==> src/rtl/port_alloc_mc_pkg.sv <==
// Shared types, sizes and helpers for the multicast port allocator.
// STARVE_TH / STARVE_W are only used when STARVE_GUARD_EN is defined.
package port_alloc_mc_pkg;
    localparam int NUM_PORT  = 4;
    localparam int RANK_W    = 2;
    localparam int STARVE_TH = 7;
    localparam int STARVE_W  = 3;

    typedef logic [NUM_PORT-1:0] port_vec_t;
    typedef logic [RANK_W-1:0]   chan_idx_t;

    // Isolates the lowest set bit; zero in gives zero out.
    function automatic port_vec_t lowest_bit(input port_vec_t v);
        return v & (~v + 4'b0001);
    endfunction
endpackage

==> src/rtl/port_alloc_mc_if.sv <==
// Flit-request / crossbar-select bundle between the router and the allocator.
interface port_alloc_mc_if;
    import port_alloc_mc_pkg::*;

    port_vec_t in_valid;
    port_vec_t ppv_0;
    port_vec_t ppv_1;
    port_vec_t ppv_2;
    port_vec_t ppv_3;
    logic      out_valid;
    port_vec_t allocPV_0;
    port_vec_t allocPV_1;
    port_vec_t allocPV_2;
    port_vec_t allocPV_3;
    chan_idx_t indir_rank0;
    chan_idx_t indir_rank1;
    chan_idx_t indir_rank2;
    chan_idx_t indir_rank3;
    port_vec_t defl;

    modport master (
        output in_valid, ppv_0, ppv_1, ppv_2, ppv_3,
        input  out_valid, allocPV_0, allocPV_1, allocPV_2, allocPV_3,
        input  indir_rank0, indir_rank1, indir_rank2, indir_rank3, defl
    );

    modport slave (
        input  in_valid, ppv_0, ppv_1, ppv_2, ppv_3,
        output out_valid, allocPV_0, allocPV_1, allocPV_2, allocPV_3,
        output indir_rank0, indir_rank1, indir_rank2, indir_rank3, defl
    );
endinterface

==> src/rtl/port_alloc_mc_rank.sv <==
// One link of the grant chain: serves a single ranked flit from the ports still free.
module port_alloc_mc_rank
    import port_alloc_mc_pkg::*;
(
    input  logic      valid,
    input  port_vec_t ppv,
    input  port_vec_t free_in,
    output port_vec_t grant,
    output port_vec_t free_out,
    output logic      defl
);
    // Productive ports if any remain, otherwise deflect to the lowest free port.
    always_comb begin
        grant = 4'b0000;
        defl  = 1'b0;
        if (!valid) begin
            grant = 4'b0000;
            defl  = 1'b0;
        end else if ((ppv & free_in) != 4'b0000) begin
            grant = ppv & free_in;
            defl  = 1'b0;
        end else begin
            grant = lowest_bit(free_in);
            defl  = 1'b1;
        end
        free_out = free_in & ~grant;
    end
endmodule

==> src/rtl/port_alloc_mc.sv <==
// Registered multicast output-port allocator for the 4-port bufferless router.
// Optional starvation promotion is compiled in with `define STARVE_GUARD_EN.
module port_alloc_mc
    import port_alloc_mc_pkg::*;
(
    input logic            clk,
    input logic            rst_n,
    port_alloc_mc_if.slave bus
);
    chan_idx_t           rr_q, rr_d;
    chan_idx_t           order_s   [NUM_PORT];
    port_vec_t           ppv_arr_s [NUM_PORT];
    port_vec_t           ppv_rank_s[NUM_PORT];
    port_vec_t           grant_s   [NUM_PORT];
    port_vec_t           free_s    [NUM_PORT+1];
    logic [NUM_PORT-1:0] valid_rank_s;
    logic [NUM_PORT-1:0] defl_s;

    logic                out_valid_q, out_valid_d;
    port_vec_t           alloc_q[NUM_PORT], alloc_d[NUM_PORT];
    chan_idx_t           indir_q[NUM_PORT], indir_d[NUM_PORT];
    port_vec_t           defl_q, defl_d;

    assign ppv_arr_s[0] = bus.ppv_0;
    assign ppv_arr_s[1] = bus.ppv_1;
    assign ppv_arr_s[2] = bus.ppv_2;
    assign ppv_arr_s[3] = bus.ppv_3;

`ifdef STARVE_GUARD_EN
    logic [STARVE_W-1:0] cnt_q[NUM_PORT], cnt_d[NUM_PORT];
    logic                starve_hit_s;
    chan_idx_t           starve_ch_s;
    chan_idx_t           starve_pos_s;
    logic [NUM_PORT-1:0] chan_defl_s;

    // Lowest-index channel at or above threshold, and where rr order would place it.
    always_comb begin
        starve_hit_s = 1'b0;
        starve_ch_s  = 2'd0;
        for (int i = NUM_PORT - 1; i >= 0; i--) begin
            if (cnt_q[i] >= STARVE_W'(STARVE_TH)) begin
                starve_hit_s = 1'b1;
                starve_ch_s  = chan_idx_t'(i);
            end else begin
                starve_hit_s = starve_hit_s;
            end
        end
        starve_pos_s = starve_ch_s - rr_q;
    end
`endif

    // Rank k is channel rr+k; a starved channel is pulled to rank 0 and skipped later.
    always_comb begin
        for (int k = 0; k < NUM_PORT; k++) begin
            order_s[k] = rr_q + chan_idx_t'(k);
`ifdef STARVE_GUARD_EN
            if (!starve_hit_s) begin
                order_s[k] = rr_q + chan_idx_t'(k);
            end else if (k == 0) begin
                order_s[k] = starve_ch_s;
            end else if (chan_idx_t'(k - 1) < starve_pos_s) begin
                order_s[k] = rr_q + chan_idx_t'(k - 1);
            end else begin
                order_s[k] = rr_q + chan_idx_t'(k);
            end
`endif
        end
    end

    assign free_s[0] = 4'b1111;

    for (genvar k = 0; k < NUM_PORT; k++) begin : g_rank
        assign valid_rank_s[k] = bus.in_valid[order_s[k]];
        assign ppv_rank_s[k]   = ppv_arr_s[order_s[k]];

        port_alloc_mc_rank u_rank (
            .valid    (valid_rank_s[k]),
            .ppv      (ppv_rank_s[k]),
            .free_in  (free_s[k]),
            .grant    (grant_s[k]),
            .free_out (free_s[k+1]),
            .defl     (defl_s[k])
        );
    end

    // Next values for the pointer and the registered crossbar selects.
    always_comb begin
        out_valid_d = |bus.in_valid;
        defl_d      = defl_s;
        for (int k = 0; k < NUM_PORT; k++) begin
            alloc_d[k] = grant_s[k];
            indir_d[k] = order_s[k];
        end
        if (|bus.in_valid) begin
            rr_d = rr_q + 2'd1;
        end else begin
            rr_d = rr_q;
        end
    end

`ifdef STARVE_GUARD_EN
    // Saturating per-channel deflection count; idle channels hold.
    always_comb begin
        chan_defl_s = 4'b0000;
        for (int k = 0; k < NUM_PORT; k++) begin
            chan_defl_s[order_s[k]] = defl_s[k];
        end
        for (int i = 0; i < NUM_PORT; i++) begin
            if (!bus.in_valid[i]) begin
                cnt_d[i] = cnt_q[i];
            end else if (!chan_defl_s[i]) begin
                cnt_d[i] = '0;
            end else if (cnt_q[i] != '1) begin
                cnt_d[i] = cnt_q[i] + STARVE_W'(1);
            end else begin
                cnt_d[i] = cnt_q[i];
            end
        end
    end

    // Deflection counter registers.
    always_ff @(posedge clk or negedge rst_n) begin
        if (!rst_n) begin
            for (int i = 0; i < NUM_PORT; i++) cnt_q[i] <= '0;
        end else begin
            for (int i = 0; i < NUM_PORT; i++) cnt_q[i] <= cnt_d[i];
        end
    end
`endif

    // Pointer and output registers; reset drops any in-flight allocation.
    always_ff @(posedge clk or negedge rst_n) begin
        if (!rst_n) begin
            rr_q        <= 2'd0;
            out_valid_q <= 1'b0;
            defl_q      <= 4'b0000;
            for (int k = 0; k < NUM_PORT; k++) begin
                alloc_q[k] <= 4'b0000;
                indir_q[k] <= 2'd0;
            end
        end else begin
            rr_q        <= rr_d;
            out_valid_q <= out_valid_d;
            defl_q      <= defl_d;
            for (int k = 0; k < NUM_PORT; k++) begin
                alloc_q[k] <= alloc_d[k];
                indir_q[k] <= indir_d[k];
            end
        end
    end

    assign bus.out_valid   = out_valid_q;
    assign bus.allocPV_0   = alloc_q[0];
    assign bus.allocPV_1   = alloc_q[1];
    assign bus.allocPV_2   = alloc_q[2];
    assign bus.allocPV_3   = alloc_q[3];
    assign bus.indir_rank0 = indir_q[0];
    assign bus.indir_rank1 = indir_q[1];
    assign bus.indir_rank2 = indir_q[2];
    assign bus.indir_rank3 = indir_q[3];
    assign bus.defl        = defl_q;
endmodule

==> src/flat_wrapper.sv <==
// flat-port wrapper written by rule: the top's interface ports become plain ports
module port_alloc_mc_flat import port_alloc_mc_pkg::*;
  (clk, rst_n, bus_in_valid, bus_ppv_0, bus_ppv_1, bus_ppv_2, bus_ppv_3, bus_out_valid, bus_allocPV_0, bus_allocPV_1, bus_allocPV_2, bus_allocPV_3, bus_indir_rank0, bus_indir_rank1, bus_indir_rank2, bus_indir_rank3, bus_defl);
  port_alloc_mc_if bus_i ();
  input logic clk;
  input logic rst_n;
  input wire logic [$bits(bus_i.in_valid)-1:0] bus_in_valid;
  input wire logic [$bits(bus_i.ppv_0)-1:0] bus_ppv_0;
  input wire logic [$bits(bus_i.ppv_1)-1:0] bus_ppv_1;
  input wire logic [$bits(bus_i.ppv_2)-1:0] bus_ppv_2;
  input wire logic [$bits(bus_i.ppv_3)-1:0] bus_ppv_3;
  output wire logic [$bits(bus_i.out_valid)-1:0] bus_out_valid;
  output wire logic [$bits(bus_i.allocPV_0)-1:0] bus_allocPV_0;
  output wire logic [$bits(bus_i.allocPV_1)-1:0] bus_allocPV_1;
  output wire logic [$bits(bus_i.allocPV_2)-1:0] bus_allocPV_2;
  output wire logic [$bits(bus_i.allocPV_3)-1:0] bus_allocPV_3;
  output wire logic [$bits(bus_i.indir_rank0)-1:0] bus_indir_rank0;
  output wire logic [$bits(bus_i.indir_rank1)-1:0] bus_indir_rank1;
  output wire logic [$bits(bus_i.indir_rank2)-1:0] bus_indir_rank2;
  output wire logic [$bits(bus_i.indir_rank3)-1:0] bus_indir_rank3;
  output wire logic [$bits(bus_i.defl)-1:0] bus_defl;
  assign bus_i.in_valid = bus_in_valid;
  assign bus_i.ppv_0 = bus_ppv_0;
  assign bus_i.ppv_1 = bus_ppv_1;
  assign bus_i.ppv_2 = bus_ppv_2;
  assign bus_i.ppv_3 = bus_ppv_3;
  assign bus_out_valid = bus_i.out_valid;
  assign bus_allocPV_0 = bus_i.allocPV_0;
  assign bus_allocPV_1 = bus_i.allocPV_1;
  assign bus_allocPV_2 = bus_i.allocPV_2;
  assign bus_allocPV_3 = bus_i.allocPV_3;
  assign bus_indir_rank0 = bus_i.indir_rank0;
  assign bus_indir_rank1 = bus_i.indir_rank1;
  assign bus_indir_rank2 = bus_i.indir_rank2;
  assign bus_indir_rank3 = bus_i.indir_rank3;
  assign bus_defl = bus_i.defl;
  port_alloc_mc u_core (.clk(clk), .rst_n(rst_n), .bus(bus_i));
endmodule
==> config.mk <==
export PLATFORM = sky130hd
export DESIGN_NAME = port_alloc_mc_flat
export DESIGN_NICKNAME = d
export VERILOG_FILES = /design/src/rtl/port_alloc_mc_pkg.sv /design/src/rtl/port_alloc_mc_if.sv /design/src/rtl/port_alloc_mc_rank.sv /design/src/rtl/port_alloc_mc.sv /design/src/flat_wrapper.sv
export SDC_FILE = /design/constraint.sdc
export NUM_CORES = 1
export LEC_CHECK = 0
export CAP_MARGIN = 20
export CORE_MARGIN = 5
export CORE_UTILIZATION = 63
export DETAILED_ROUTE_END_ITERATION = 8
export DONT_BUFFER_PORTS = 1
export GPL_ROUTABILITY_DRIVEN = 0
export HOLD_SLACK_MARGIN = 0.05
export PLACE_DENSITY_LB_ADDON = 0.05
export REMOVE_ABC_BUFFERS = 1
export SLEW_MARGIN = 30
export SYNTH_ARGS = -nofsm -noshare
export SYNTH_HDL_FRONTEND = slang
export SYNTH_SLANG_ARGS = --single-unit
==> constraint.sdc <==
create_clock -name clk -period 3.4 [get_ports clk]
set_input_delay 1.02 -clock clk [delete_from_list [all_inputs] [get_ports clk]]
set_output_delay 1.02 -clock clk [all_outputs]
set_load 0.05 [all_outputs]
# Word level (Yosys, flattened, before mapping)
# Index checks and enable logic that the tools add are counted.
[classes]
add_sub_neg = 6
mul = 0
n_div = 0
n_lt_le_gt_ge = 8
eq_ne = 0
n_shift = 0
muxes = 36
bitwise_logic = 18
reduce_logical = 5
[ops]
columns = ["cell", "n"]
rows = [
  ["$mux W4", 16],
  ["$and A4 B4 Y4", 8],
  ["$bmux W4 S2", 4],
  ["$not A4 Y4", 6],
  ["$reduce_bool A4 Y1", 4],
  ["$add A4 B1 Y4 const B", 3],
  ["$ge A3 B3 Y1 const B", 4],
  ["$lt A2 B3 Y1 const B", 4],
  ["$mux W1", 12],
  ["$not A2 Y3", 4],
  ["$bmux W1 S2", 4],
  ["$add A2 B2 Y2 const B", 2],
  ["$reduce_or A4 Y1", 1],
  ["$add A2 B1 Y2 const B", 1],
]
[word_totals]
ff_bits = 31
latchBits = 0
ram_bits = 0
rom_bits = 0
in_bits = 22
out_inout_bits = 29
elab_cells = 84
memories = 0

# Longest topological paths before layout
# Gate-level depths: netlist (run 1).
[logic_depth]
ltp_word = 27
mapped_depth = 11
mapped_depth_nobuf = 9

# Hierarchy
# Synthesis (run 1) repeated with hierarchy kept, for this count alone.
[unflattened]
hier_cells = 162
area_unflattened_um2 = 2052.0
[modules_own_cells]
columns = ["module", "instances", "cells_each", "area_per_inst_um2", "seq_area_each_um2"]
rows = [
  ["port_alloc_mc", 1, 66, 1356.3, 725.7],
  ["port_alloc_mc_rank", 4, 24, 173.9, 0.0],
]

# Least setup slack after synthesis (run 1)
# Ideal clock, no wire load.
[synth_timing]
kind = "in2reg"
from = "in bus_ppv_2[2]"
to = "reg u_core.alloc_q, in the netlist u_core.bus.allocPV_3[0]"
setup_time_ns = 0.067
t_arrival_ns = 3.182
t_required_ns = 3.333
setup_slack_ns = 0.151
stages = 8
n_path_buf = 0
cell_sequence = "mux4_1 or4b_4 a32oi_2 o221ai_2 a311oi_2 o32ai_2 a21oi_2 o2111a_1"
[synth_lines]
columns = ["item", "line", "source"]
rows = [
  ["start, declared", "flat_wrapper.sv:10", "input wire logic [$bits(bus_i.ppv_2)-1:0] bus_ppv_2;"],
  ["end signal, assigned by index", "port_alloc_mc.sv:146", "alloc_q[k] <= alloc_d[k];"],
  ["end, declared", "port_alloc_mc.sv:20", "port_vec_t alloc_q[NUM_PORT], alloc_d[NUM_PORT];"],
]

==> results of run 1 <==
==> state kept, by name (all words and copies together) (netlist names) <==
name / flops
u_core.bus.allocPV_2: 4
u_core.bus.allocPV_1: 4
u_core.bus.allocPV_0: 4
u_core.bus.defl: 4
u_core.rr_q: 2
u_core.bus.indir_rank0: 2
u_core.bus.allocPV_3: 4
u_core.bus.indir_rank3: 1
u_core.bus.indir_rank1: 2
u_core.bus.out_valid: 1
u_core.bus.indir_rank2: 1
==> final cells by class <==
| class | instances | area share (%) |
|---|---|---|
| tap | 44 | 2.48 |
| timing repair buffer | 13 | 4.39 |
| inverter | 12 | 2.03 |
| sequential | 29 | 32.7 |
| multi-input combinational | 138 | 54.6 |
| clock inverter | 1 | 1.35 |
| clock buffer | 7 | 2.48 |
==> stage by stage <==
stage	utilization (%)	std cells
global route	71.6	244
finish	71.6	244
detailed placement	68.8	236
CTS	71.6	244
floorplan	-	179
global placement	68.8	236
==> timing repair <==
| item | 4_1_cts | 5_1_grt |
|---|---|---|
| gates resized for setup | 0 | 1 |
| hold endpoints to repair | 0 | 0 |
| endpoints found under the setup margin | 0 | 5 |
==> logic make-up (layout without fill, tap and decap cells) <==
family	count (synthesis)	count (layout)
AOI/OAI and AO/OA	52	52
DFF	29	29
xor gates and xnor gates	3	3
buffers and inverters	24	33
and+or+nand+nor	57	57
muxes	26	26
==> cells in the mapped netlist (all sizes together) (3+ instances only) <==
library cell	n	area, um^2
mux4	14	327
a21oi	10	57.6
nor2b	4	25.0
o21ai	10	53.8
buf	9	65.1
and3	3	20.0
o21bai	3	22.5
nand2	19	73.8
and2	3	20.0
nor2	12	45.0
mux2i	5	50.1
mux2	7	78.8
a211oi	3	22.5
clkbuf	3	11.3
inv	12	45.0
nor3	3	20.0
dfrtp	29	726
==> worst max path at each step <==
stage / startpoint / slack (ns) / cells past startpoint / endpoint
final: bus_ppv_2[2] / 0.26 / 8 / u_core.bus.allocPV_3[3]
after floorplan: u_core.rr_q[1] / 0.04 / 8 / u_core.bus.allocPV_3[0]
after global placement: bus_ppv_2[2] / -0.008 / 8 / u_core.bus.allocPV_3[3]
after CTS: u_core.rr_q[0] / 0.12 / 8 / u_core.bus.allocPV_3[3]
after global routing: u_core.rr_q[0] / 0.1 / 9 / u_core.bus.allocPV_3[3]
after detailed placement: bus_ppv_2[2] / -0.06 / 8 / u_core.bus.allocPV_3[3]
==> metal layers <==
metal	routed length, um	share of wire, %
met1	1870	40
met2	2400	51
met3	342	7.2
met4	104	2.2
met5	0	0
==> placed cells by master (no fill, tap or decap), types with 3 or more instances in the layout <==
cell type,netlist,final
nor2b_1,4,4
nand2_1,18,18
clkbuf_4,0,5
o21bai_1,3,3
a21oi_1,8,8
dfrtp_1,29,28
mux4_2,11,11
nor2_1,12,12
mux4_1,3,3
mux2i_1,5,5
o21ai_0,7,7
inv_1,12,12
mux2_2,7,7
a211oi_1,3,3
buf_4,3,13
==> impl_results.md, run 1 <==
* # rows at 20
* Largest net degree at the start of global routing at 30
* Fill cells at 261
* Clock skew at 0.00495 ns
* Seq cells post-synth at 29
* Worst r2r path cells at 8
* Slowest stage cell, crit path: or4b_4
* Compound-Gate Fraction of Synth Area at 20.2%
* Crit end category: register
* Status: completed
* Setup bufs post-CTS at 0
* Post-DRT Antenna Nets at 0
* TNS Setup at 0 ns
* Area Overhead vs Synth at 7.90%
* CP arrival at 3.36 ns
* Remaining DRCs at 0
* Syn_area_per_cell at 10.8 um^2
* Largest family of logic cells by synthesized area: multiplexers
* Sink Count at 29
* Count of final hold-check violations at 0
* Max-slew violation count at 0
* TritonCTS clock tree: yes
* Final #Nets at 221
* Die area at 0.00451 mm^2
* Yosys cell types at 60
* M1 GR Usage at 27.7%
* Final Critical Period at 3.14 ns
* Antenna cell count at 0
* Synth Flop Type: dfrtp_1
* CP delay by family, top: compound AO/OA/AOI/OAI gates
* Grt met3 use at 7.82%
* Worst setup margin at 0.264 ns
* Via density at 6.64
* Hold Crit Class: primary input to asynchronous set/reset pin
* FMAX at 0.319 GHz
* CTS max path bufs at 2
* CP startpoint kind: primary input
* Vias in the first global route at 1,703
* Worst Path Buf+Inv at 0
* All-Layer GR Usage at 23.7%
* Via count at 1,621
* Ys async rst share at 100%
* Setup WS pre-CTS at -0.0567 ns
* Synthesized-area fraction occupied by adder cells at 0%
* R2r startpoint: u_core.rr_q[0]
* Buffers on Ports at 0
* Max stage delay on crit path at 0.60 ns
* Sequential element share of the synthesized area at 35.2%
* CTS H-Tree Depth at 2
* Post-synth EDFFs at 0
* Global-route wire length before repair at 7950 um
* Max cap viols at 0
* Post-synthesis instance total at 191
* Final Cell Area at 0.00222 mm^2
* Simple-Gate Fraction of Synth Area at 15.3%
* Warnings from Yosys at 0
* WP data required at 3.63 ns
* CTS Buf Count at 5
* Total grt overflow at 0
* WS Path Type: primary input to register
* XOR/XNOR Fraction of Synth Area at 1.28%
* Register Area at 727 um^2
* Hold WS at 0.385 ns
* Mapped cell area at 0.00206 mm^2
* Most used routing layer: met2
* Final setup fails at 0
* Share of layout cells above drive strength 1 at 28.5%
* Chip width at 67.2 um
* Post-DP Area at 0.00214 mm^2
* First DRT Iteration DRCs at 153
* Top-level port count at 51
* HPWL after DPL at 3670 um
* Final wirelength at 4720 um
* Multi-input gate area at 0.00121 mm^2
* Slew of the pin with the lowest slew margin at 0.875 ns
* Worst r2r dst: u_core.bus.allocPV_3[3]
* Worst R2R Setup Slack at 0.33 ns
* Root buf cell: clkbuf_4
* Die Height at 67.2 um
* Initial antenna violation count at 0
* Slew headroom at 41.7%
* Mux contribution to synthesized area at 22.1%
* Crit Path Max Fanout at 4
* CTS clock-pin slew for the worst setup and hold paths at 0.09 ns
* Routing usage on met2 at 40.7%
* Drt pass-1 iters at 4
* Crit-path cells: mux4_1 > or4b_4 > a32oi_2 > o221ai_2 > o21ai_1 > a21oi_1 > a211o_1 > o31ai_1
* Post-CTS Hold Buffers at 0
* Starting Density at 66.4%
* Routed WL per cell at 19.3 um
* Unrepaired setup endpoints after global routing: false
* Core area at 0.00310 mm^2
* Clock latency on the worst-skew pair at 0.32 ns
* Period utilization at 92.2%
Power of run 1 is not shown: default switching activity piles up to over one toggle a cycle in this logic, so the estimate is an artifact.
==> run 2, diff against run 1 <==
Settings changed: CAP_MARGIN 20 to unset, CORE_UTILIZATION 63 to 66, CTS_BUF_LIST set to sky130_fd_sc_hd__clkbuf_4.
==> impl_results.md, run 2 (synthesis gave the netlist of run 1 again) <==
* Status: completed (unchanged)
* Period utilization at 92.9% (was 92.2%)
* Chip width at 65.9 um (was 67.2 um)
* Fill cells at 232 (was 261)
* First DRT Iteration DRCs at 101 (was 153)
* Via count at 1,626 (was 1,621)
* WP data required at 3.67 ns (was 3.63 ns)
* Final wirelength at 4610 um (was 4720 um)
* Unrepaired setup endpoints after global routing: false (unchanged)
* Post-DRT Antenna Nets at 0 (unchanged)
* CP startpoint kind: register (was primary input)
* WS Path Type: register to register (was primary input to register)
* Final setup fails at 0 (unchanged)
* Final #Nets at 218 (was 221)
* Drt pass-1 iters at 4 (unchanged)
* # rows at 20 (unchanged)
* Setup WS pre-CTS at -0.0146 ns (was -0.0567 ns)
* Antenna cell count at 0 (unchanged)
* Count of final hold-check violations at 0 (unchanged)
* Via density at 6.75 (was 6.64)
* Starting Density at 68.0% (was 66.4%)
* CTS H-Tree Depth at 2 (unchanged)
* Global-route wire length before repair at 7550 um (was 7950 um)
* Die Height at 65.9 um (was 67.2 um)
* Hold Crit Class: primary input to asynchronous set/reset pin (unchanged)
* Root buf cell: clkbuf_4 (unchanged)
* Remaining DRCs at 0 (unchanged)
* Slew headroom at 41.5% (was 41.7%)
* Total grt overflow at 0 (unchanged)
* Hold WS at 0.357 ns (was 0.385 ns)
* Core area at 0.00303 mm^2 (was 0.00310 mm^2)
* Final Cell Area at 0.00218 mm^2 (was 0.00222 mm^2)
* FMAX at 0.317 GHz (was 0.319 GHz)
* CP arrival at 3.43 ns (was 3.36 ns)
* Post-DP Area at 0.00213 mm^2 (was 0.00214 mm^2)
* CTS Buf Count at 5 (unchanged)
* Routed WL per cell at 19.1 um (was 19.3 um)
* Worst R2R Setup Slack at 0.24 ns (was 0.33 ns)
* CTS max path bufs at 2 (unchanged)
* TritonCTS clock tree: yes (unchanged)
* HPWL after DPL at 3520 um (was 3670 um)
* Vias in the first global route at 1,584 (was 1,703)
* Crit end category: register (unchanged)
* Top-level port count at 51 (unchanged)
* Final Util at 71.9% (was 71.6%)
* Buffers on Ports at 0 (unchanged)
* Final Critical Period at 3.16 ns (was 3.14 ns)
* Worst setup margin at 0.242 ns (was 0.264 ns)
* Max-slew violation count at 0 (unchanged)
* Max cap viols at 0 (unchanged)
* Die area at 0.00434 mm^2 (was 0.00451 mm^2)
* CTS clock-pin slew for the worst setup and hold paths at 0.10 ns (was 0.09 ns)
* Clock skew at 0.0207 ns (was 0.00495 ns)
* Clock latency on the worst-skew pair at 0.34 ns (was 0.32 ns)
* All-Layer GR Usage at 23.1% (was 23.7%)
* Initial antenna violation count at 0 (unchanged)
* Register Area at 727 um^2 (unchanged)
* Crit Path Max Fanout at 11 (was 4)
* Most common cell after layout, fill and taps aside: dfrtp_1 (unchanged)
* Most frequent cells in the layout: dfrtp_1 (28), nand2_1 (18), inv_1 (12), nor2_1 (12), mux4_2 (11) (was dfrtp_1 (28), nand2_1 (18), buf_4 (13))
* Setup bufs post-CTS at 0 (unchanged)
* Largest net degree at the start of global routing at 30 (unchanged)
* Slew of the pin with the lowest slew margin at 0.878 ns (was 0.875 ns)
* Multi-input gate area at 0.00121 mm^2 (unchanged)
* Sink Count at 29 (unchanged)
* Area Overhead vs Synth at 5.71% (was 7.90%)
* Share of layout cells above drive strength 1 at 26.9% (was 28.5%)
run 2: changes by cell type in the layout (fill, tap and decap cells not counted), sizes merged:
| cell | before | now |
|---|---|---|
| clkbuf | 7 | 5 |
| buf | 13 | 10 |
| bufinv | 1 | 0 |
| clkinv | 0 | 3 |
run 2: critical path, cell delays in order (launching register included):
cell	delay, ns
dfrtp_1	0.58
buf_4	0.27
mux4_2	0.41
or4b_4	0.62
a32oi_2	0.22
o221ai_2	0.18
a311oi_2	0.31
o32ai_2	0.16
a21oi_2	0.15
o2111a_1	0.18
run 2: layout make-up:
| type | count | area share [%] |
|---|---|---|
| clock buffers | 5 | 1.72 |
| inverters | 12 | 2.07 |
| clock inverters | 3 | 0.575 |
| multi-input cells | 138 | 55.7 |
| flip-flops and latches | 29 | 33.4 |
| repair buffers | 10 | 4.02 |
| well taps | 44 | 2.53 |
run 2: stage by stage:
stage / setup TNS [ns] / cells
2_1_floorplan: 0 / 179
3_3_place_gp: 0 / 233
3_5_place_dp: -0.0254 / 233
4_1_cts: 0 / 241
5_1_grt: 0 / 241
6_report: 0 / 241
run 2: repair_timing:
item,4_1_cts,5_1_grt
hold buffers,0,0
resized for setup,0,1
hold endpoints to repair,0,0
endpoints found under the setup margin,0,2
run 2: metal layers:
metal  GRT usage [%]  vias up  wire [um]
met5               0        -          0
met4            9.84        0        118
met3            7.31       13        383
met2            36.9       80       2230
met1            28.5      802       1870
li1                -      731          -
run 2: worst paths after layout:
check                                from  cells past startpoint                   endpoint
max                        u_core.rr_q[1]                      9    u_core.bus.allocPV_3[0]
min                                 rst_n                      0             u_core.rr_q[0]
max reg2reg                u_core.rr_q[1]                      9    u_core.bus.allocPV_3[0]
min reg2reg                u_core.rr_q[0]                      0  u_core.bus.indir_rank0[0]
max in group asynchronous           rst_n                      0    u_core.bus.allocPV_0[2]
min in group clk           u_core.rr_q[0]                      0  u_core.bus.indir_rank0[0]
Power of run 2 is left out for the same reason.
==> edit 1 (flow settings as in run 1) <==
Add a define of `STARVE_GUARD_EN`.
--- a/src/rtl/port_alloc_mc.sv
+++ b/src/rtl/port_alloc_mc.sv
@@ -2,2 +2,4 @@
 // Optional starvation promotion is compiled in with `define STARVE_GUARD_EN.
+`define STARVE_GUARD_EN
+
 module port_alloc_mc
Function: changed (Yosys sat finds a counterexample within 10 cycles, from zero or initial values and one cycle with rst_n low).
==> edit 1 against run 1 <==
  * The run now fails in global routing
  * Synthesized area grew 78%
==> edit 1: results (changes against run 1) <==
- H-tree depth: 2 (unchanged)
- Unique masters post-synth: 88 (+47%)
- GRT Total Usage: approximately nine tenths
- Worst setup endpoint GRT: u_core.cnt_q[10]$_DFFE_PN0P_/D
- Placed cell area: 4666 um2 (+120%)
- Synth cell count leaders: 43 x dfrtp_1, 35 x nand2_1, 32 x nor2_1, 24 x mux2i_1, 17 x a21oi_1
- Error message: [ERROR GRT-0232] Routing congestion too high. Check the congestion heatmap in the GUI.
- Sequential area share after synthesis: 29.41% (-5.8 points)
- Status: stopped before the end
- Clock Path Buffers: 2 (unchanged)
- CTS buffer count: 5 (unchanged)
- Largest net degree at the start of global routing: 44
- Inst Count DP: 574 (+140%)
- Failed at: global routing
- Synth top area cells: dfrtp_1 29%, mux2i_1 6.6%, nand2_1 3.6%
- Clock sink count: 43 (+48%)
- Syn Inst Count: 389 (+100%)
- Syn. warnings: 0 (unchanged)
- Detailed-placement wirelength estimate: 9.339 mm (+150%)
- Ys flop type: dfrtp_1
- Clk root buf: clkbuf_8
- Worst End Pin Type: register data pin
- Port buffer count: 0 (unchanged)
- Asr flop ratio synth: 100.0% (unchanged)
- Total congestion overflow: 385
==> edit 1: logic make-up after synthesis <==
kind of cell | synth area share, %
AOI/OAI and AO/OA | 30.57
xor gates and xnor gates | 1.197
DFF | 29.41
and+or+nand+nor | 19.91
adders and majority gates | 3.078
muxes | 11.80
buffers and inverters | 4.035
==> edit 1: metal layers <==
layer | overflow | GRT usage, %
met1 | 4 | 84.88
met2 | 238 | 110.9
met3 | 9 | 75.19
met4 | 134 | 104.1
met5 | 0 | 35.66
==> edit 1: stage by stage <==
stage	worst slack, ns	setup TNS (ns)	hold slack [ns]
4_1_cts	-1.081	-20.05	0.3989
2_1_floorplan	-1.193	-20.87	0.5430
3_3_place_gp	-1.038	-18.79	0.5724
3_5_place_dp	-1.220	-22.87	0.5858
==> edit 1: repair_timing <==
item | in CTS
hold endpoints to repair | 0
cloned | 0
endpoints found under the setup margin | 25
pin swaps | 25
buffers inserted | 21
resized for setup | 45
==> edit 2 (flow settings as in run 1) <==
Without the edit above. Change the package constant `RANK_W` from 2 to 4.
--- a/src/rtl/port_alloc_mc_pkg.sv
+++ b/src/rtl/port_alloc_mc_pkg.sv
@@ -4,3 +4,3 @@
     localparam int NUM_PORT  = 4;
-    localparam int RANK_W    = 2;
+    localparam int RANK_W    = 4;
     localparam int STARVE_TH = 7;
Interface: changed (resized bus_indir_rank0, bus_indir_rank1, bus_indir_rank2 and bus_indir_rank3); port bits go from 51 to 59. The function was not compared with the original's and may differ.
==> edit 2 against run 1 <==
  * Sequential cell count increased by 10
  * Synthesized area increased by 14%
  * Synthesized cell count decreased by 2.1%
  * Setup slack got worse by 0.047 ns
  * Routed wire length increased by 4.0%
  * Maximum frequency decreased by 1.5%
  * Cell area increased by 12%
  * First-iteration DRC count decreased by 41%
Power is left out: the tool's default activity adds up to more than one toggle a clock period on the data nets, which glitch-free logic cannot reach.
==> edit 2: results (changes against run 1) <==
- Global-route track usage on met3: 8.665% (+0.84 points)
- Clock sink count: 39 (+34%)
- Clk Latency, worst-skew pair: 0.29 ns (-0.03 ns)
- Inverters: 13 (+1)
- Share of the synthesized area in the top cell type: 41.71% (+6.5 points)
- Synth cell count leaders: 39 x dfrtp_1, 20 x mux4_2, 12 x inv_1, 9 x nor2_1, 7 x nand2_1
- Status: completed
- Synth top area cells: dfrtp_1 42%, mux4_2 19%, xnor2_1 2.2%
- Signal buffers share of area: 2.405% (-2.0 points)
- GRT Total Usage: 21.73% (-2.0 points)
- Detailed-placement wirelength estimate: 3.860 mm (+5.1%)
- CORE AREA: 3633 um2 (+17%)
- Layout cells sized above 1: 28.13% (-0.37 points)
- Vias in the first global route: 1690 (-0.76%)
- Placed cell area: 2380 um2 (+11%)
- Syn Inst Count: 187 (-2.1%)
- Worst flop-to-flop path endpoint: u_core.bus.allocPV_3[0]
- Routed length on met3: 446 um (+30%)
- Worst-path fanout max: 25 (+21)
- Pre-CTS setup slack: 0.04709 ns (+0.1038 ns)
- Clock period minus worst slack: 3.182 ns (+0.04664 ns)
- Non-clock buffers: 8 (-5)
- Clkbuf count: 6 (-1)
- Routed vias: 1604 (-1.0%)
- Clk root buf: clkbuf_8
- Unique masters post-synth: 55 (-8.3%)
- Multi-input combinational cell area: 1267 um2 (+4.5%)
- R2r setup slk: 0.22 ns (-0.11 ns)
- Max-Slew Margin vs Limit: 41.34% (-0.39 points)
- Worst clock skew: 0.007147 ns (+0.002201 ns)
- Inst Count DP: 232 (-1.7%)
- Final WL: 4.907 mm (+4.0%)
- Multi-input logic cell count: 124 (-10%)
- Fin Hold WS: 0.4130 ns (+0.02796 ns)
- Reg2reg path depth: 9 (+1)
- First-pass GRT wire length: 8.535 mm (+7.4%)
- Finished Layout Cells: 240 (-1.6%)
- Nets: 217 (-1.8%)
- Seq. cell area: 975.9 um2 (+34%)
==> edit 2: cell types whose count changed after synthesis, sizes merged, moves of 4 or more <==
cell / change
nand2: -12
dfrtp: +10
mux2: -7
a21oi: -6
mux4: +6
nand2b: +5
a31oi: +4
ha: +4
mux2i: -4
o21ai: -4
xnor2: +4
==> edit 2: what timing repair did <==
item	4_1_cts	5_1_grt
hold buffers	0	0
setup endpoints to repair	0	5
gates resized for setup	0	4
==> edit 2: worst max-delay path by stage <==
| stage | end | cells past startpoint | startpoint |
|---|---|---|---|
| detailed placement | u_core.bus.allocPV_3[0] | 8 | bus_ppv_3[3] |
| global route | u_core.bus.allocPV_3[0] | 9 | u_core.rr_q[0] |
| finish | u_core.bus.allocPV_3[0] | 9 | u_core.rr_q[0] |
| global placement | u_core.bus.allocPV_3[0] | 8 | bus_ppv_3[1] |
| floorplan | u_core.bus.allocPV_3[0] | 10 | u_core.rr_q[0] |
| CTS | u_core.bus.allocPV_3[0] | 10 | u_core.rr_q[0] |
==> edit 2: logic make-up (layout without fill, tap and decap cells) <==
| logic type | count (synthesis) | after routing | share of synthesized area [%] |
|---|---|---|---|
| DFF | 39 | 39 | 41.71 |
| muxes | 21 | 21 | 19.68 |
| and+or+nand+nor | 49 | 49 | 12.03 |
| AOI/OAI and AO/OA | 42 | 42 | 15.94 |
| adders and majority gates | 4 | 4 | 2.139 |
| xor gates and xnor gates | 8 | 8 | 2.995 |
| buffers and inverters | 24 | 29 | 5.507 |
==> edit 2: critical path, stage by stage, from the launching register on <==
cell and delay [ns]:
dfrtp_1 0.35, buf_4 0.35, mux4_2 0.64, or3_4 0.44, a21boi_4 0.26, o21bai_2 0.12, a31oi_2 0.27, o211ai_2 0.14
and4bb_1 0.25, o2111a_1 0.24
